===== src/rtl/pipeline_hazard_ctrl.sv =====
// Central stall/flush controller for the 5-stage RV32 pipeline: load-use
// interlock, multi-cycle MUL hold in EX and IF/ID flush on taken branches.
module pipeline_hazard_ctrl #(
    parameter int MUL_LAT = 4,
    parameter int CNT_W   = 16
) (
    input  logic             clk_i,
    input  logic             rst_i,
    input  logic             id_valid_i,
    input  logic [4:0]       id_rs1_i,
    input  logic [4:0]       id_rs2_i,
    input  logic             id_uses_rs2_i,
    input  logic             branch_taken_i,
    input  logic             ex_valid_i,
    input  logic [4:0]       ex_rsd_i,
    input  logic             ex_is_load_i,
    input  logic             ex_is_mul_i,
    output logic             pc_write_o,
    output logic             ifid_write_o,
    output logic             ifid_flush_o,
    output logic             idex_write_o,
    output logic             idex_bubble_o,
    output logic             exmem_bubble_o,
    output logic             mul_done_o,
    output logic [CNT_W-1:0] stall_cnt_o
);

    typedef enum logic [0:0] {
        RUN      = 1'b0,
        MUL_BUSY = 1'b1
    } state_t;

    localparam bit         MUL_MULTI  = (MUL_LAT > 1);
    // Reload leaves cnt at 0 in the final EX cycle of the MUL.
    localparam logic [3:0] MUL_RELOAD = (MUL_LAT > 1) ? 4'(MUL_LAT - 2) : 4'd0;
    localparam logic [CNT_W-1:0] CNT_MAX = {CNT_W{1'b1}};
    localparam logic [CNT_W-1:0] CNT_ONE = {{(CNT_W-1){1'b0}}, 1'b1};

    state_t           state_r;
    state_t           state_next_s;
    logic [3:0]       cnt_r;
    logic [3:0]       cnt_next_s;
    logic [CNT_W-1:0] stall_cnt_r;
    logic             mul_hit_s;
    logic             load_use_s;
    logic             mul_stall_s;
    logic             mul_done_s;

    // Next-state logic and MUL occupancy tracking.
    always_comb begin
        mul_hit_s    = ex_valid_i & ex_is_mul_i & MUL_MULTI;
        mul_stall_s  = 1'b0;
        mul_done_s   = 1'b0;
        state_next_s = state_r;
        cnt_next_s   = cnt_r;
        case (state_r)
            RUN: begin
                if (mul_hit_s) begin
                    mul_stall_s  = 1'b1;
                    state_next_s = MUL_BUSY;
                    cnt_next_s   = MUL_RELOAD;
                end else begin
                    mul_done_s = ex_valid_i & ex_is_mul_i & ~MUL_MULTI;
                end
            end
            MUL_BUSY: begin
                if (cnt_r != 4'd0) begin
                    mul_stall_s = 1'b1;
                    cnt_next_s  = cnt_r - 4'd1;
                end else begin
                    mul_done_s   = 1'b1;
                    state_next_s = RUN;
                end
            end
            default: begin
                state_next_s = RUN;
                cnt_next_s   = 4'd0;
            end
        endcase
    end

    // Hazard priority: MUL hold, then load-use, then branch flush; all low in reset.
    always_comb begin
        load_use_s = ex_valid_i & ex_is_load_i & (ex_rsd_i != 5'd0) & id_valid_i &
                     ((ex_rsd_i == id_rs1_i) | (id_uses_rs2_i & (ex_rsd_i == id_rs2_i)));
        pc_write_o     = 1'b1;
        ifid_write_o   = 1'b1;
        ifid_flush_o   = 1'b0;
        idex_write_o   = 1'b1;
        idex_bubble_o  = 1'b0;
        exmem_bubble_o = 1'b0;
        mul_done_o     = mul_done_s;
        if (mul_stall_s) begin
            pc_write_o     = 1'b0;
            ifid_write_o   = 1'b0;
            idex_write_o   = 1'b0;
            exmem_bubble_o = 1'b1;
        end else if (load_use_s) begin
            pc_write_o    = 1'b0;
            ifid_write_o  = 1'b0;
            idex_bubble_o = 1'b1;
        end else if (branch_taken_i) begin
            ifid_flush_o = 1'b1;
        end else begin
            ifid_flush_o = 1'b0;
        end
        if (!rst_i) begin
            pc_write_o     = 1'b0;
            ifid_write_o   = 1'b0;
            ifid_flush_o   = 1'b0;
            idex_write_o   = 1'b0;
            idex_bubble_o  = 1'b0;
            exmem_bubble_o = 1'b0;
            mul_done_o     = 1'b0;
        end else begin
            mul_done_o = mul_done_s;
        end
    end

    // FSM state and MUL down-counter registers.
    always_ff @(posedge clk_i or negedge rst_i) begin
        if (!rst_i) begin
            state_r <= RUN;
            cnt_r   <= 4'd0;
        end else begin
            state_r <= state_next_s;
            cnt_r   <= cnt_next_s;
        end
    end

    // Saturating count of cycles in which the PC was held.
    always_ff @(posedge clk_i or negedge rst_i) begin
        if (!rst_i) begin
            stall_cnt_r <= '0;
        end else if (!pc_write_o && (stall_cnt_r != CNT_MAX)) begin
            stall_cnt_r <= stall_cnt_r + CNT_ONE;
        end else begin
            stall_cnt_r <= stall_cnt_r;
        end
    end

    assign stall_cnt_o = stall_cnt_r;

endmodule


===== config.mk =====
export PLATFORM = sky130hd
export DESIGN_NAME = pipeline_hazard_ctrl
export DESIGN_NICKNAME = d
export VERILOG_FILES = /design/src/rtl/pipeline_hazard_ctrl.sv
export SDC_FILE = /design/constraint.sdc
export NUM_CORES = 1
export LEC_CHECK = 0
export CAP_MARGIN = 20
export CORE_MARGIN = 2
export CORE_UTILIZATION = 44
export CTS_CLUSTER_DIAMETER = 100
export DETAILED_ROUTE_END_ITERATION = 16
export HOLD_SLACK_MARGIN = 0.15
export PLACE_DENSITY = 0.76
export SYNTH_ARGS = -nofsm -noshare
export SYNTH_HDL_FRONTEND = slang
export SYNTH_SLANG_ARGS = --single-unit

===== constraint.sdc =====
create_clock -name clk_i -period 3.1 [get_ports clk_i]
set_clock_uncertainty 0.15 [all_clocks]
set_input_delay 0.62 -clock clk_i [delete_from_list [all_inputs] [get_ports clk_i]]
set_output_delay 0.62 -clock clk_i [all_outputs]
set_load 0.02 [all_outputs]

==> impl_summary.log, run 1 <==
[metrics] instance area at placement: 1810 sq um
[metrics] wire length of the first global-routing pass: 5260 um
[metrics] number of buffers on the longest clock path: 2
[metrics] clock tree from TritonCTS: done
[metrics] Async SR Flop Fraction: 1.00
[metrics] H-tree levels: 1
[metrics] post-layout power: 0.00135 W
[metrics] gr ovfl total: 0
[metrics] Detail Placement HPWL: ~2500 um
[metrics] Total Nets Final: 220
[metrics] # diodes: 0
[metrics] P_leak: about 0.79 nW
[metrics] clock root buffer master: sky130_fd_sc_hd__clkbuf_4
[metrics] Crit path buffers/inverters: 3
[metrics] placeable core area: 2710 sq um
[metrics] instance count after placement with tap cells included: 220
[metrics] height of the die: 57.1 um
[metrics] clock period minus final worst setup slack: around 3000 ps
[metrics] Num Clock Sinks: 21
[metrics] Distinct cells, synth: 35
[metrics] Core Rows: 19
[metrics] transition time at the pin with the least slew margin: about 350 ps
[metrics] sort of element at the end of the critical path: output pin
[metrics] gate family responsible for the most delay along the worst path: buffers and inverters
[metrics] detailed-route wire length per cell: 13.9 um
[metrics] pin count of the biggest net entering global routing: 23
[metrics] via count of the first global-routing pass: roughly 1200
[metrics] cell area after synthesis: 1240 sq um
[metrics] number of clock buffers inserted by TritonCTS: 3
[metrics] Starting DRT DRC Count: 25
[metrics] Initial DRT Pass Iterations: 4
[metrics] Die Footprint: 3260 sq um
[metrics] outcome: finished clean
[metrics] class of the tightest hold or removal check: flop to flop
[metrics] total setup violations reported at the end of the flow: 0
[metrics] power density over the cells: 735 nW/um^2
[metrics] flops & latches, synth: 21
[metrics] startpoint type of the worst setup path: primary input
[metrics] number of port buffers: 45
[metrics] source-to-sink clock delay at the later pin of the worst-skew pair: slightly above 300 ps
[metrics] CP Data Required Time: 2330 ps
[metrics] cell breakdown of the critical path: clkdlybuf4s50_1 > xnor2_1 > nand3_1 > o22a_1 > o21ai_2 > inv_2 > and2_1 > buf_4
[metrics] CTS hold repair buffers: 0
[metrics] count of max-cap constraint violations: 0
[metrics] number of standard cells after synthesis: 133
[metrics] clock-pin slew of the registers on the worst-case setup and hold paths: 110 ps
[metrics] Horiz. Die Dim: about 57 um
[metrics] Final Hold Violating Endpoints: 0
[metrics] layout cell share with drive strength beyond 1: 0.170
[metrics] post-layout instance area: approximately 1800 sq um
[metrics] Vias per Instance: 5.35
[metrics] total wire length after detailed routing: 3130 um
[metrics] most used flip-flop cell after synthesis: sky130_fd_sc_hd__dfrtp_1
[metrics] FMAX: ~330 MHz
[metrics] sequential fraction of the synthesis area: 0.424
[metrics] Peak supply drop: 0.543 mV
[metrics] IO Pins: 46
[metrics] synthesis-to-layout area growth: 48.6%
[metrics] Max FO, Critical Path: 3
[metrics] final core utilization: 0.680
[metrics] final worst path period share: 0.969
[metrics] combined global-route utilization of all metal layers: 0.204
[metrics] Mean Syn Cell Area: 9.32 sq um
[metrics] vias after detailed routing: 1204
[metrics] crit path DAT: 2230 ps
[metrics] initial cell density of the core: 0.458
[metrics] gpl congestion: 0.851
[metrics] number of synthesized flops with an enable pin: 0
[metrics] headroom to the max-slew limit: 0.769
[metrics] Largest stage delay, worst path: 540 ps
[metrics] yosys warns: 0
[metrics] critical setup path kind: primary input to output pin
[metrics] cell type of the slowest stage on the worst timing path: sky130_fd_sc_hd__clkdlybuf4s50_1
[metrics] Net Count, Synth: 158
[metrics] initial antenna violation count: 0
[metrics] Min Hold Slack: roughly 370 ps
[metrics] final standard cell count with taps included and fillers excluded: roughly 230
[metrics] total DRC errors in the routed layout: 0
[metrics] Pins Over Slew Limit: 0
[metrics] antenna viol nets, final: 0
[flip-flops by register name, indices dropped and copies added (netlist names)]
| signal | count |
|---|---|
| stall_cnt_o | 16 |
| state_r | 1 |
| cnt_r | 4 |
[where the power goes]
part           switching, W  internal [W]  leakage [nW]
clock             0.0000831     0.0000502        0.0150
combinational      0.000357      0.000377         0.522
sequential         0.000118      0.000370         0.257
total              0.000558      0.000797         0.794
[layer usage]
metal,track usage,wire length (um)
met3,0.0408,180
met5,0,0
met2,0.363,1570
met4,0.0598,40
met1,0.250,1340
[cell usage after synthesis, types with 5 or more instances]
master                    number  area (sq um)
sky130_fd_sc_hd__nand2_1      10          37.5
sky130_fd_sc_hd__nand3_1       7          35.0
sky130_fd_sc_hd__nand4_1       7          43.8
sky130_fd_sc_hd__inv_1         7          26.3
sky130_fd_sc_hd__nor2_1        7          26.3
sky130_fd_sc_hd__a21oi_1       7          35.0
sky130_fd_sc_hd__dfrtp_1      21           526
sky130_fd_sc_hd__xnor2_1      13           114
sky130_fd_sc_hd__and2_1        5          31.3
sky130_fd_sc_hd__nor3_1        8          40.0
sky130_fd_sc_hd__xor2_1        6          52.6
sky130_fd_sc_hd__a31oi_1       5          31.3
[cell type report]
cell class              count  area [sq um]
clock buffers               4          26.3
flip-flops and latches     21           526
multi-input cells         102           688
repair buffers             59           534
inverters                   8          30.0
well taps                  31          38.8
fillers                   229           867
[worst reg2reg max path, stage by stage, from the launching register on]
cell and delay [ps]:
sky130_fd_sc_hd__dfrtp_1 410, sky130_fd_sc_hd__inv_2 70, sky130_fd_sc_hd__ha_2 170, sky130_fd_sc_hd__or3b_4 380, sky130_fd_sc_hd__a21o_1 200, sky130_fd_sc_hd__or2_1 260
sky130_fd_sc_hd__inv_2 70, sky130_fd_sc_hd__buf_4 110, sky130_fd_sc_hd__nor2_2 40, sky130_fd_sc_hd__a31oi_4 300, sky130_fd_sc_hd__mux2_4 330
[metrics by stage]
step	worst slack, ps	TNS, ps
4_1_cts	-13.3	-23.0
3_5_place_dp	-371	-1280
3_3_place_gp	-294	-909
6_report	96.7	0
5_1_grt	-3.20	-3.20
2_1_floorplan	118	0
[cells in the final DEF, fill, tap and decap left out, types with 2 or more instances in the layout]
| master | netlist | layout |
|---|---|---|
| sky130_fd_sc_hd__a21oi_1 | 7 | 7 |
| sky130_fd_sc_hd__nand4_1 | 7 | 7 |
| sky130_fd_sc_hd__and3_1 | 2 | 2 |
| sky130_fd_sc_hd__xor2_1 | 6 | 6 |
| sky130_fd_sc_hd__inv_2 | 1 | 3 |
| sky130_fd_sc_hd__nor3_1 | 8 | 8 |
| sky130_fd_sc_hd__nand2b_1 | 2 | 2 |
| sky130_fd_sc_hd__clkbuf_4 | 0 | 3 |
| sky130_fd_sc_hd__o22ai_1 | 3 | 3 |
| sky130_fd_sc_hd__clkdlybuf4s50_1 | 0 | 38 |
| sky130_fd_sc_hd__buf_4 | 1 | 15 |
| sky130_fd_sc_hd__clkbuf_2 | 0 | 3 |
| sky130_fd_sc_hd__nor2_1 | 7 | 7 |
| sky130_fd_sc_hd__xnor2_1 | 13 | 12 |
| sky130_fd_sc_hd__nor4_1 | 3 | 3 |
| sky130_fd_sc_hd__a31oi_1 | 5 | 5 |
| sky130_fd_sc_hd__nand3_1 | 7 | 7 |
| sky130_fd_sc_hd__and2_1 | 5 | 5 |
| sky130_fd_sc_hd__inv_1 | 7 | 5 |
| sky130_fd_sc_hd__nand2_1 | 10 | 10 |
| sky130_fd_sc_hd__dfrtp_1 | 21 | 21 |
[final timing paths]
check                                                 from                    endpoint  slack [ps]  depth (start not counted)
worst max register to register        cnt_r[0]$_DFFE_PN0P_  stall_cnt_o[1]$_DFFE_PN0P_         520                         10
min in group asynchronous                            rst_i  stall_cnt_o[3]$_DFFE_PN0P_         520                          2
worst min register to register  stall_cnt_o[7]$_DFFE_PN0P_  stall_cnt_o[7]$_DFFE_PN0P_         370                          1
worst max-delay path                           ex_rsd_i[4]                ifid_flush_o         100                          8
worst min-delay path            stall_cnt_o[7]$_DFFE_PN0P_  stall_cnt_o[7]$_DFFE_PN0P_         370                          1
max in group asynchronous                            rst_i  stall_cnt_o[8]$_DFFE_PN0P_        2060                          2
[logic make-up after synthesis]
| logic type | count (synthesis) | synth area share |
|---|---|---|
| buffers and inverters | 10 | 0.0343 |
| muxes | 3 | 0.0293 |
| AOI/OAI and AO/OA | 21 | 0.114 |
| xor gates and xnor gates | 19 | 0.134 |
| and+or+nand+nor | 57 | 0.244 |
| adders and majority gates | 2 | 0.0202 |
| DFF | 21 | 0.424 |
[repair_timing]
| item | in CTS | in global routing |
|---|---|---|
| pin swaps | 1 | 1 |
| gates resized for setup | 14 | 13 |
| setup buffers | 0 | 1 |
| endpoints found under the setup margin | 6 | 5 |
| gates cloned | 0 | 0 |
Note: power is estimated with default switching activity, not from simulation.
==> run 2, diff against run 1 <==
SKIP_CTS_REPAIR_TIMING = 1   (was unset)
==> run 2 against run 1 <==
Flip-flop and latch count stayed put. Die area did not move. Maximum frequency is 1.4% lower. Total power decreased by 0.34%. Via count decreased by 0.33%. Critical path type unchanged.
==> impl_summary.log, run 2 (synthesis gave the netlist of run 1 again) <==
[metrics] headroom to the max-slew limit: 0.767 (was 0.769)
[metrics] startpoint type of the worst setup path: primary input (unchanged)
[metrics] total setup violations reported at the end of the flow: 0 (unchanged)
[metrics] Num Clock Sinks: 21 (unchanged)
[metrics] grt met1 use: 0.249 (was 0.250)
[metrics] most frequent cells in the layout: sky130_fd_sc_hd__clkdlybuf4s50_1 (38), sky130_fd_sc_hd__dfrtp_1 (21), sky130_fd_sc_hd__buf_4 (14) (was sky130_fd_sc_hd__clkdlybuf4s50_1 (38), sky130_fd_sc_hd__dfrtp_1 (21), sky130_fd_sc_hd__buf_4 (15))
[metrics] total wire length after detailed routing: 3110 um (was 3130 um)
[metrics] number of clock buffers inserted by TritonCTS: 3 (unchanged)
[metrics] antenna viol nets, final: 0 (unchanged)
[metrics] most congested layer reported by global routing: met2 (unchanged)
[metrics] clock tree from TritonCTS: done (unchanged)
[metrics] launch instance of the worst min-delay path: stall_cnt_o[7]$_DFFE_PN0P_ (unchanged)
[metrics] Pins Over Slew Limit: 0 (unchanged)
[metrics] crit path DAT: 2280 ps (was 2230 ps)
[metrics] number of port buffers: 45 (unchanged)
[metrics] placeable core area: 2710 sq um (unchanged)
[metrics] number of buffers on the longest clock path: 2 (unchanged)
[metrics] final core utilization: 0.685 (was 0.680)
[metrics] Vias per Instance: 5.36 (was 5.35)
[metrics] initial cell density of the core: 0.458 (unchanged)
[metrics] worst reg2reg setup slack: 530 ps (was 520 ps)
[metrics] Crit path buffers/inverters: 3 (unchanged)
[metrics] Starting DRT DRC Count: 28 (was 25)
[metrics] Horiz. Die Dim: 57.1 um (unchanged)
[metrics] Detail Placement HPWL: 2500 um (unchanged)
[metrics] P_leak: 0.842 nW (was 0.794 nW)
[metrics] layout cell share with drive strength beyond 1: 0.130 (was 0.170)
[metrics] via count of the first global-routing pass: 1204 (was 1202)
[metrics] clock share of power: 0.099 (was 0.098)
[metrics] Die Footprint: 3260 sq um (unchanged)
[metrics] gpl congestion: 0.851 (unchanged)
[metrics] met2 GRT Util: 0.361 (was 0.363)
[metrics] outcome: finished clean (unchanged)
[metrics] final standard cell count with taps included and fillers excluded: 224 (was 225)
[metrics] Max FO, Critical Path: 3 (unchanged)
[metrics] cell type of the slowest stage on the worst timing path: sky130_fd_sc_hd__clkdlybuf4s50_1 (unchanged)
[metrics] gate family responsible for the most delay along the worst path: buffers and inverters (unchanged)
[metrics] unrepaired setup endpoints after global routing: true
[metrics] source-to-sink clock delay at the later pin of the worst-skew pair: 310 ps (about the same)
[metrics] wire length of the first global-routing pass: 5260 um (about the same)
[metrics] Pint: 0.000800 W (was 0.000797 W)
[metrics] final worst path period share: 0.983 (was 0.969)
[metrics] Final Hold Violating Endpoints: 0 (unchanged)
[metrics] # diodes: 0 (unchanged)
[metrics] detailed-route wire length per cell: 13.9 um (about the same)
[metrics] Largest stage delay, worst path: 540 ps (about the same)
[metrics] clock-pin slew of the registers on the worst-case setup and hold paths: 110 ps (about the same)
[metrics] switching power total: 0.000550 W (was 0.000558 W)
[metrics] R2R cell count: 10 (unchanged)
[metrics] Total Nets Final: 219 (was 220)
[metrics] IO Pins: 46 (unchanged)
[metrics] number of cells on the worst hold path: 1 (unchanged)
[metrics] vias after detailed routing: 1200 (was 1204)
[metrics] most common library cell in the layout ignoring fill and taps: sky130_fd_sc_hd__clkdlybuf4s50_1 (unchanged)
[metrics] transition time at the pin with the least slew margin: 349 ps (was 347 ps)
[metrics] class of the tightest hold or removal check: flop to flop (unchanged)
[metrics] critical setup path kind: primary input to output pin (unchanged)
[metrics] endpoint of the most critical register-to-register path: stall_cnt_o[1]$_DFFE_PN0P_ (unchanged)
[metrics] clock root buffer master: sky130_fd_sc_hd__clkbuf_4 (unchanged)
[metrics] height of the die: 57.1 um (unchanged)
[metrics] power density over the cells: 728 nW/um^2 (was 735 nW/um^2)
[metrics] Reg power frac: 0.361 (was 0.360)
[metrics] combined global-route utilization of all metal layers: 0.204 (about the same)
[metrics] cell breakdown of the critical path: clkdlybuf4s50_1 > xnor2_1 > nand3_1 > o22a_1 > o21ai_1 > inv_1 > and2_1 > buf_4 (was clkdlybuf4s50_1 > xnor2_1 > nand3_1 > o22a_1 > o21ai_2 > inv_2 > and2_1 > buf_4)
[metrics] gr ovfl total: 0 (unchanged)
[metrics] H-tree levels: 1 (unchanged)
[metrics] initial antenna violation count: 0 (unchanged)
[metrics] clock period minus final worst setup slack: 3050 ps (was 3000 ps)
[metrics] endpoint with the worst hold slack: stall_cnt_o[7]$_DFFE_PN0P_ (unchanged)
[metrics] Peak supply drop: 0.539 mV (was 0.543 mV)
[metrics] synthesis-to-layout area growth: 49.6% (was 48.6%)
[metrics] combinational cell fraction of total power: 0.541 (was 0.542)
[metrics] start of the worst register-to-register path: cnt_r[0]$_DFFE_PN0P_ (unchanged)
[metrics] Core Rows: 19 (unchanged)
[metrics] total DRC errors in the routed layout: 0 (unchanged)
[metrics] met3 track demand over resource: 0.0431 (was 0.0408)
[metrics] CP Data Required Time: 2330 ps (about the same)
[metrics] FMAX: 328 MHz (was 333 MHz)
[metrics] pin count of the biggest net entering global routing: 23 (unchanged)
[metrics] instance count after placement with tap cells included: 220 (unchanged)
[metrics] count of max-cap constraint violations: 0 (unchanged)
[metrics] Net Sw Frac: 0.407 (was 0.412)
[metrics] Initial DRT Pass Iterations: 4 (unchanged)
[metrics] number of flip-flops under the largest register name: 16 (unchanged)
[metrics] sort of element at the end of the critical path: output pin (unchanged)
## run 2: power groups by stage
| stage | Clock [W] | Combinational, W | Sequential, W |
|---|---|---|---|
| 4_1_cts | 0.000136 | 0.000738 | 0.000488 |
| 5_1_grt | 0.000150 | 0.000804 | 0.000503 |
| 2_1_floorplan | 0 | 0.000335 | 0.000547 |
| 6_report | 0.000133 | 0.000730 | 0.000487 |
| 3_5_place_dp | 0 | 0.000735 | 0.000491 |
| 3_3_place_gp | 0 | 0.000718 | 0.000482 |
## run 2: cell type report
cell class	count	area, sq um
flip-flops and latches	21	526
clock buffers	4	26.3
fillers	226	855
repair buffers	58	553
well taps	31	38.8
multi-input cells	102	682
inverters	8	30.0
## run 2: metal layers
metal,share of wire,up-vias
met3,0.057,4
met5,0,-
li1,-,596
met1,0.43,560
met2,0.50,40
met4,0.011,0
## run 2: metrics by stage
| step | setup WS, ps | total power [W] | hold WS, ps | instance area, sq um | TNS, ps |
|---|---|---|---|---|---|
| floorplan | 118 | 0.000882 | 174 | 1240 | 0 |
| global placement | -294 | 0.00120 | 343 | 1810 | -909 |
| detailed placement | -371 | 0.00123 | 359 | 1810 | -1280 |
| CTS | -438 | 0.00136 | 374 | 1840 | -1720 |
| global route | -65.2 | 0.00146 | 399 | 1860 | -115 |
| finish | 54.2 | 0.00135 | 373 | 1860 | 0 |
## run 2: how the worst max path moves through the flow
stage | start | to | cells after the start
global placement | ex_rsd_i[1] | idex_bubble_o | 7
global route | cnt_r[0]$_DFFE_PN0P_ | ifid_flush_o | 10
CTS | cnt_r[0]$_DFFE_PN0P_ | ifid_flush_o | 10
detailed placement | ex_rsd_i[1] | ifid_flush_o | 8
floorplan | cnt_r[0]$_DFFE_PN0P_ | ifid_flush_o | 10
finish | ex_rsd_i[4] | ifid_flush_o | 8
==> run 3, diff against run 2 <==
SLEW_MARGIN = 20   (was unset)
==> results of run 3 <==
Same layout as run 2: the final DEF is identical, and so are final timing and power.
